<file path="config.mk">
export PLATFORM = sky130hd
export DESIGN_NAME = lmac_reg_access_ctrl_flat
export DESIGN_NICKNAME = d
export VERILOG_FILES = /design/src/rtl/lmac_reg_access_ctrl_if.sv /design/src/rtl/lmac_reg_access_ctrl.sv /design/src/flat_wrapper.sv
export SDC_FILE = /design/constraint.sdc
export NUM_CORES = 1
export LEC_CHECK = 0
export BUFFER_PORTS_ARGS = -buffer_cell sky130_fd_sc_hd__buf_2
export CELL_PAD_IN_SITES_DETAIL_PLACEMENT = 1
export CELL_PAD_IN_SITES_GLOBAL_PLACEMENT = 1
export CORE_MARGIN = 5
export CORE_UTILIZATION = 31
export CTS_CLUSTER_DIAMETER = 60
export DETAILED_ROUTE_END_ITERATION = 10
export PLACE_DENSITY = 0.88
export SLEW_MARGIN = 10
export SYNTH_ARGS = -nofsm -noshare
export SYNTH_HDL_FRONTEND = slang
export SYNTH_SLANG_ARGS = --single-unit
</file>
<file path="constraint.sdc">
create_clock -name reg_clk -period 1.6 [get_ports reg_clk]
set_input_delay 0 -clock reg_clk [delete_from_list [all_inputs] [get_ports reg_clk]]
set_output_delay 0 -clock reg_clk [all_outputs]
set_load 0.01 [all_outputs]
</file>
<file path="src/rtl/lmac_reg_access_ctrl_if.sv">
// Bundle of host request/response handshake and LMAC register bus signals.
// The controller connects through the slave modport. The host together with
// the LMAC register block (or a model of both) connects through the master modport.
interface lmac_reg_access_ctrl_if #(
   parameter int ADDR_W = 16,
   parameter int DATA_W = 32
);
   logic              req_valid;
   logic              req_ready;
   logic              req_wr;
   logic [ADDR_W-1:0] req_addr;
   logic [DATA_W-1:0] req_wdata;
   logic              rsp_valid;
   logic              rsp_ready;
   logic [DATA_W-1:0] rsp_data;
   logic              rsp_err;
   logic [ADDR_W-1:0] host_addr;
   logic [DATA_W-1:0] reg_wdata;
   logic              reg_rd_start;
   logic              reg_wr_start;
   logic              reg_rd_done_out;
   logic              reg_wr_done;
   logic [DATA_W-1:0] mac_regdout;

   modport master (
      output req_valid, req_wr, req_addr, req_wdata, rsp_ready,
             reg_rd_done_out, reg_wr_done, mac_regdout,
      input  req_ready, rsp_valid, rsp_data, rsp_err,
             host_addr, reg_wdata, reg_rd_start, reg_wr_start
   );

   modport slave (
      input  req_valid, req_wr, req_addr, req_wdata, rsp_ready,
             reg_rd_done_out, reg_wr_done, mac_regdout,
      output req_ready, rsp_valid, rsp_data, rsp_err,
             host_addr, reg_wdata, reg_rd_start, reg_wr_start
   );
endinterface

</file>
<file path="src/rtl/lmac_reg_access_ctrl.sv">
// LMAC register access controller: takes one host read/write at a time,
// presents the address for a setup period, issues a one-cycle start pulse,
// waits for the matching done strobe (bounded by a timeout) and returns the
// result on a valid/ready response port.
module lmac_reg_access_ctrl #(
   parameter int ADDR_W      = 16,
   parameter int DATA_W      = 32,
   parameter int SETUP_CYC   = 1,
   parameter int TIMEOUT_CYC = 16
) (
   input  logic                  reg_clk,
   input  logic                  reset,
   lmac_reg_access_ctrl_if.slave bus,
   output logic                  busy,
   output logic [7:0]            timeout_cnt
);

   localparam int TMR_W   = $clog2(TIMEOUT_CYC + 1);
   localparam int SETUP_W = $clog2(SETUP_CYC + 1);

   typedef enum logic [4:0] {
      IDLE  = 5'b00001,
      ADDR  = 5'b00010,
      START = 5'b00100,
      WAIT  = 5'b01000,
      RESP  = 5'b10000
   } state_t;

   state_t              state_q, state_d;
   logic                wrReq_q, wrReq_d;
   logic [ADDR_W-1:0]   addr_q, addr_d;
   logic [DATA_W-1:0]   wdata_q, wdata_d;
   logic [SETUP_W-1:0]  setupCnt_q, setupCnt_d;
   logic [TMR_W-1:0]    timer_q, timer_d;
   logic [DATA_W-1:0]   rspData_q, rspData_d;
   logic                rspErr_q, rspErr_d;
   logic [7:0]          timeoutCnt_q, timeoutCnt_d;
   logic                doneHit;

   // State and datapath registers, all cleared by the synchronous reset
   always_ff @(posedge reg_clk) begin
      if (reset) begin
         state_q      <= IDLE;
         wrReq_q      <= 1'b0;
         addr_q       <= '0;
         wdata_q      <= '0;
         setupCnt_q   <= '0;
         timer_q      <= '0;
         rspData_q    <= '0;
         rspErr_q     <= 1'b0;
         timeoutCnt_q <= '0;
      end else begin
         state_q      <= state_d;
         wrReq_q      <= wrReq_d;
         addr_q       <= addr_d;
         wdata_q      <= wdata_d;
         setupCnt_q   <= setupCnt_d;
         timer_q      <= timer_d;
         rspData_q    <= rspData_d;
         rspErr_q     <= rspErr_d;
         timeoutCnt_q <= timeoutCnt_d;
      end
   end

   // Only the done strobe matching the latched transaction type completes it
   always_comb begin
      doneHit = wrReq_q ? bus.reg_wr_done : bus.reg_rd_done_out;
   end

   // Next-state logic; done is checked before timeout so a late done still wins
   always_comb begin
      state_d      = state_q;
      wrReq_d      = wrReq_q;
      addr_d       = addr_q;
      wdata_d      = wdata_q;
      setupCnt_d   = setupCnt_q;
      timer_d      = timer_q;
      rspData_d    = rspData_q;
      rspErr_d     = rspErr_q;
      timeoutCnt_d = timeoutCnt_q;
      unique case (state_q)
         IDLE: begin
            if (bus.req_valid) begin
               wrReq_d    = bus.req_wr;
               addr_d     = bus.req_addr;
               wdata_d    = bus.req_wdata;
               setupCnt_d = '0;
               state_d    = ADDR;
            end
         end
         ADDR: begin
            if (setupCnt_q == SETUP_W'(SETUP_CYC - 1)) begin
               state_d = START;
            end else begin
               setupCnt_d = setupCnt_q + SETUP_W'(1);
            end
         end
         START: begin
            timer_d = '0;
            state_d = WAIT;
         end
         WAIT: begin
            timer_d = timer_q + TMR_W'(1);
            if (doneHit) begin
               rspData_d = wrReq_q ? '0 : bus.mac_regdout;
               rspErr_d  = 1'b0;
               state_d   = RESP;
            end else if (timer_q == TMR_W'(TIMEOUT_CYC - 1)) begin
               rspData_d = '1;
               rspErr_d  = 1'b1;
               if (timeoutCnt_q != 8'hFF) begin
                  timeoutCnt_d = timeoutCnt_q + 8'd1;
               end
               state_d   = RESP;
            end
         end
         RESP: begin
            if (bus.rsp_ready) begin
               state_d = IDLE;
            end
         end
         default: begin
            state_d = IDLE;
         end
      endcase
   end

   // Outputs decoded from the registered state; address/data are zero in IDLE
   always_comb begin
      bus.req_ready    = (state_q == IDLE);
      busy             = (state_q != IDLE);
      bus.host_addr    = (state_q != IDLE) ? addr_q : '0;
      bus.reg_wdata    = ((state_q != IDLE) && wrReq_q) ? wdata_q : '0;
      bus.reg_rd_start = (state_q == START) && !wrReq_q;
      bus.reg_wr_start = (state_q == START) && wrReq_q;
      bus.rsp_valid    = (state_q == RESP);
      bus.rsp_data     = (state_q == RESP) ? rspData_q : '0;
      bus.rsp_err      = (state_q == RESP) && rspErr_q;
      timeout_cnt      = timeoutCnt_q;
   end

endmodule

</file>
<file path="src/flat_wrapper.sv">
// flat-port wrapper written by rule: the top's interface ports become plain ports
module lmac_reg_access_ctrl_flat 
#(
   parameter int ADDR_W      = 16,
   parameter int DATA_W      = 32,
   parameter int SETUP_CYC   = 1,
   parameter int TIMEOUT_CYC = 16
)
  (reg_clk, reset, busy, timeout_cnt, bus_req_valid, bus_req_wr, bus_req_addr, bus_req_wdata, bus_rsp_ready, bus_reg_rd_done_out, bus_reg_wr_done, bus_mac_regdout, bus_req_ready, bus_rsp_valid, bus_rsp_data, bus_rsp_err, bus_host_addr, bus_reg_wdata, bus_reg_rd_start, bus_reg_wr_start);
  lmac_reg_access_ctrl_if #(.ADDR_W(ADDR_W), .DATA_W(DATA_W)) bus_i ();
  input  logic reg_clk;
  input  logic reset;
  output logic busy;
  output logic [7:0] timeout_cnt;
  input wire logic [$bits(bus_i.req_valid)-1:0] bus_req_valid;
  input wire logic [$bits(bus_i.req_wr)-1:0] bus_req_wr;
  input wire logic [$bits(bus_i.req_addr)-1:0] bus_req_addr;
  input wire logic [$bits(bus_i.req_wdata)-1:0] bus_req_wdata;
  input wire logic [$bits(bus_i.rsp_ready)-1:0] bus_rsp_ready;
  input wire logic [$bits(bus_i.reg_rd_done_out)-1:0] bus_reg_rd_done_out;
  input wire logic [$bits(bus_i.reg_wr_done)-1:0] bus_reg_wr_done;
  input wire logic [$bits(bus_i.mac_regdout)-1:0] bus_mac_regdout;
  output wire logic [$bits(bus_i.req_ready)-1:0] bus_req_ready;
  output wire logic [$bits(bus_i.rsp_valid)-1:0] bus_rsp_valid;
  output wire logic [$bits(bus_i.rsp_data)-1:0] bus_rsp_data;
  output wire logic [$bits(bus_i.rsp_err)-1:0] bus_rsp_err;
  output wire logic [$bits(bus_i.host_addr)-1:0] bus_host_addr;
  output wire logic [$bits(bus_i.reg_wdata)-1:0] bus_reg_wdata;
  output wire logic [$bits(bus_i.reg_rd_start)-1:0] bus_reg_rd_start;
  output wire logic [$bits(bus_i.reg_wr_start)-1:0] bus_reg_wr_start;
  assign bus_i.req_valid = bus_req_valid;
  assign bus_i.req_wr = bus_req_wr;
  assign bus_i.req_addr = bus_req_addr;
  assign bus_i.req_wdata = bus_req_wdata;
  assign bus_i.rsp_ready = bus_rsp_ready;
  assign bus_i.reg_rd_done_out = bus_reg_rd_done_out;
  assign bus_i.reg_wr_done = bus_reg_wr_done;
  assign bus_i.mac_regdout = bus_mac_regdout;
  assign bus_req_ready = bus_i.req_ready;
  assign bus_rsp_valid = bus_i.rsp_valid;
  assign bus_rsp_data = bus_i.rsp_data;
  assign bus_rsp_err = bus_i.rsp_err;
  assign bus_host_addr = bus_i.host_addr;
  assign bus_reg_wdata = bus_i.reg_wdata;
  assign bus_reg_rd_start = bus_i.reg_rd_start;
  assign bus_reg_wr_start = bus_i.reg_wr_start;
  lmac_reg_access_ctrl #(.ADDR_W(ADDR_W), .DATA_W(DATA_W), .SETUP_CYC(SETUP_CYC), .TIMEOUT_CYC(TIMEOUT_CYC)) u_core (.reg_clk(reg_clk), .reset(reset), .bus(bus_i), .busy(busy), .timeout_cnt(timeout_cnt));
endmodule
</file>
==> flow_metrics.env <==
export IMPL_synth_edf_count=0
export IMPL_antenna_violating_nets_post_route=0
export IMPL_worstMarginPinSlew_ps=604
export IMPL_syn_num_nets=659
export IMPL_finalHoldViolCount=0
export IMPL_netlist_instances=569
export IMPL_leakage_uw=0.00383
export IMPL_die_area_um2=16900
export IMPL_synth_ff_type="dfxtp_1"
export IMPL_path_clk_slew_ps=70
export IMPL_die_width_um=130
export IMPL_status="complete, but fails checks"
export IMPL_worstHoldPathType="input port to flop"
export IMPL_final_common_cell="buf_2"
export IMPL_grt_pass1_vias=5573
export IMPL_cts_buffers_inserted=9
export IMPL_drc_errors=0
export IMPL_io_pins=181
export IMPL_violations="setup timing"
export IMPL_antenna_found_initial=3
export IMPL_cts_buffer_depth=2
export IMPL_ff2ff_setup_slack_ps=-340
export IMPL_cts_root_buf="clkbuf_16"
export IMPL_cellPowerDensity_nw_per_um2=717
export IMPL_synth_avg_cell_area_um2=7.83
export IMPL_cts_sinks=100
export IMPL_finalWirelength_um=24100
export IMPL_hold_start="bus_req_valid"
export IMPL_holdPathEnd="u_core.state_q[0]"
export IMPL_place_hpwl_um=10500
export IMPL_vdd_drop_max_mv=0.709
export IMPL_path_max_fanout=8
export IMPL_r2r_end="u_core.rspData_q[16]"
export IMPL_cp_end_kind="flop"
export IMPL_rsz0062_at_grt="true"
export IMPL_worstPathRequired_ps=1860
export IMPL_start_util=0.319
export IMPL_startpoint_type="flop"
export IMPL_vias=5503
export IMPL_drv_cap=0
export IMPL_dr_first_iter_drc_count=191
export IMPL_arrival_ps=2200
export IMPL_clkLatencyLatePin_ps=360
export IMPL_maxSlewViolCount=0
export IMPL_grt_ovfl_total=0
export IMPL_core_area_um2=14000
export IMPL_crit_reg2reg_launch="u_core.timer_q[0]"
export IMPL_min_delay_path_depth=3
export IMPL_slew_headroom=0.597
export IMPL_grt_pass1_wl_um=28000
export IMPL_post_dp_cell_area_um2=5840
export IMPL_max_freq_mhz=516
export IMPL_skew_ps=8.53
export IMPL_synth_seq_cells=100
export IMPL_final_cell_area_um2=8840
export IMPL_seq_area_frac_synth=0.449
export IMPL_path_class="flop to flop"
export IMPL_finalWorstSetupSlack_ps=-338
export IMPL_setup_violations=179
export IMPL_num_fill_cells=1524
export IMPL_finalWeightedCongestion=0.741
export IMPL_fin_tns_setup_ps=-36850
export IMPL_std_cell_rows=43
export IMPL_syn_to_final_growth_pct=98.4
export IMPL_netlist_area_um2=4460
export IMPL_ys_types=45
export IMPL_fin_crit_sh=1.21
export IMPL_cts_max_level=3
export IMPL_place_port_buffers=180
export IMPL_reg2regPathDepth=10
export IMPL_drive_gt1_frac=0.544
export IMPL_fin_crit_ps=1940
export IMPL_first_pass_iters=4
export IMPL_grtUsageTotal=0.209
export IMPL_finalNetCount=963
export IMPL_mostFrequentLayoutCells="buf_2, dfxtp_1, buf_6"
export IMPL_wire_per_inst_um=22.7
export IMPL_cts_tree="done"
export IMPL_grt_start_max_net_pins=56
export IMPL_viasPerCell=5.19
export IMPL_die_h_um=130
export IMPL_yosys_warnings=0
export IMPL_async_flop_share=0
registers in the layout, indices dropped and copies added, names as in the netlist:
| register | cells |
|---|---|
| u_core.rspErr_q | 1 |
| u_core.state_q | 5 |
| u_core.wrReq_q | 1 |
| u_core.addr_q | 16 |
| u_core.wdata_q | 32 |
| u_core.timer_q | 5 |
| u_core.rspData_q | 32 |
| u_core.timeout_cnt | 8 |
layout make-up:
class	instances	area, um^2	share of cell area
Tap cell	180	225	0.0255
Antenna cell	3	7.51	0.000849
Clock buffer	11	253	0.0286
Multi-Input combinational cell	419	3190	0.361
Inverter	6	25.0	0.00283
Clock inverter	4	48.8	0.00552
Timing Repair Buffer	337	3080	0.348
Sequential cell	100	2010	0.228
synthesized netlist by cell type (all sizes together), types with 2 or more instances:
cell / number / area share
clkbuf: 34 / 0.029
nand2b: 3 / 0.0042
nor4: 2 / 0.0028
nor4b: 2 / 0.0073
mux2: 2 / 0.0051
nand2: 105 / 0.088
dfxtp: 100 / 0.45
o31ai: 5 / 0.0084
buf: 11 / 0.019
or4: 3 / 0.0051
nor2: 45 / 0.038
a211oi: 3 / 0.0079
o21ai: 3 / 0.0034
a21oi: 92 / 0.10
and2: 49 / 0.069
and3: 34 / 0.048
ha: 3 / 0.0084
nand3: 8 / 0.0090
nand4: 2 / 0.0042
inv: 6 / 0.0051
or3: 4 / 0.0067
nor2b: 3 / 0.0042
nor3: 36 / 0.049
power by group:
| part | switching [uW] | internal (uW) |
|---|---|---|
| clock network | 1020 | 1290 |
| registers | 72.8 | 2590 |
| logic | 691 | 678 |
metrics by stage:
step           total power [uW]  setup WS (ps)  utilization  hold slack (ps)  std cells
3_5_place_dp               3390           -205        0.417              247        925
5_1_grt                    6530           -406        0.632             23.1       1059
6_report                   6340           -338        0.632             8.60       1060
3_3_place_gp               3370           -112        0.417              242        925
2_1_floorplan              3060          -10.9            -              136        569
4_1_cts                    5870           -213        0.524             5.07       1026
repair_timing:
item,in CTS,in global routing
hold buffers,80,2
endpoints found under the hold margin,83,2
setup buffers,4,13
gates resized for setup,68,257
setup endpoints to repair,162,181
pin swaps,27,80
cloned,2,17
cell families after synthesis:
kind of cell | share of synthesized area
simple gates | 0.344
buf+inv | 0.0522
mux | 0.00814
flops | 0.449
fa+ha+maj | 0.00842
compound gates | 0.138
layer usage:
metal,vias up,part of all wire,track usage
li1,2536,-,-
met1,2724,0.35,0.221
met2,181,0.56,0.399
met3,60,0.049,0.0622
met4,2,0.033,0.0587
met5,-,0.00029,0
worst max-delay path, stage by stage (launching register included):
cell       delay (ps)
dfxtp_2           370
ha_4              140
and3_4            190
ha_4              180
buf_6             120
inv_4              30
a211oi_4          190
buf_6             170
clkbuf_16         200
nor2_4             40
nor3_2            200
worst max-delay path by stage:
stage,startpoint,end,slack [ps],cells after the start
final,u_core.timer_q[0],u_core.rspData_q[16],-340,10
after global placement,u_core.timer_q[1],u_core.rspData_q[21],-110,9
after global routing,u_core.timer_q[0],u_core.rspData_q[16],-410,10
after detailed placement,u_core.timer_q[1],u_core.rspData_q[22],-200,9
after CTS,u_core.state_q[2],bus_rsp_err,-210,7
after floorplan,u_core.timer_q[1],u_core.timeout_cnt[7],-10,6
Note: power is estimated with default switching activity, not from simulation.
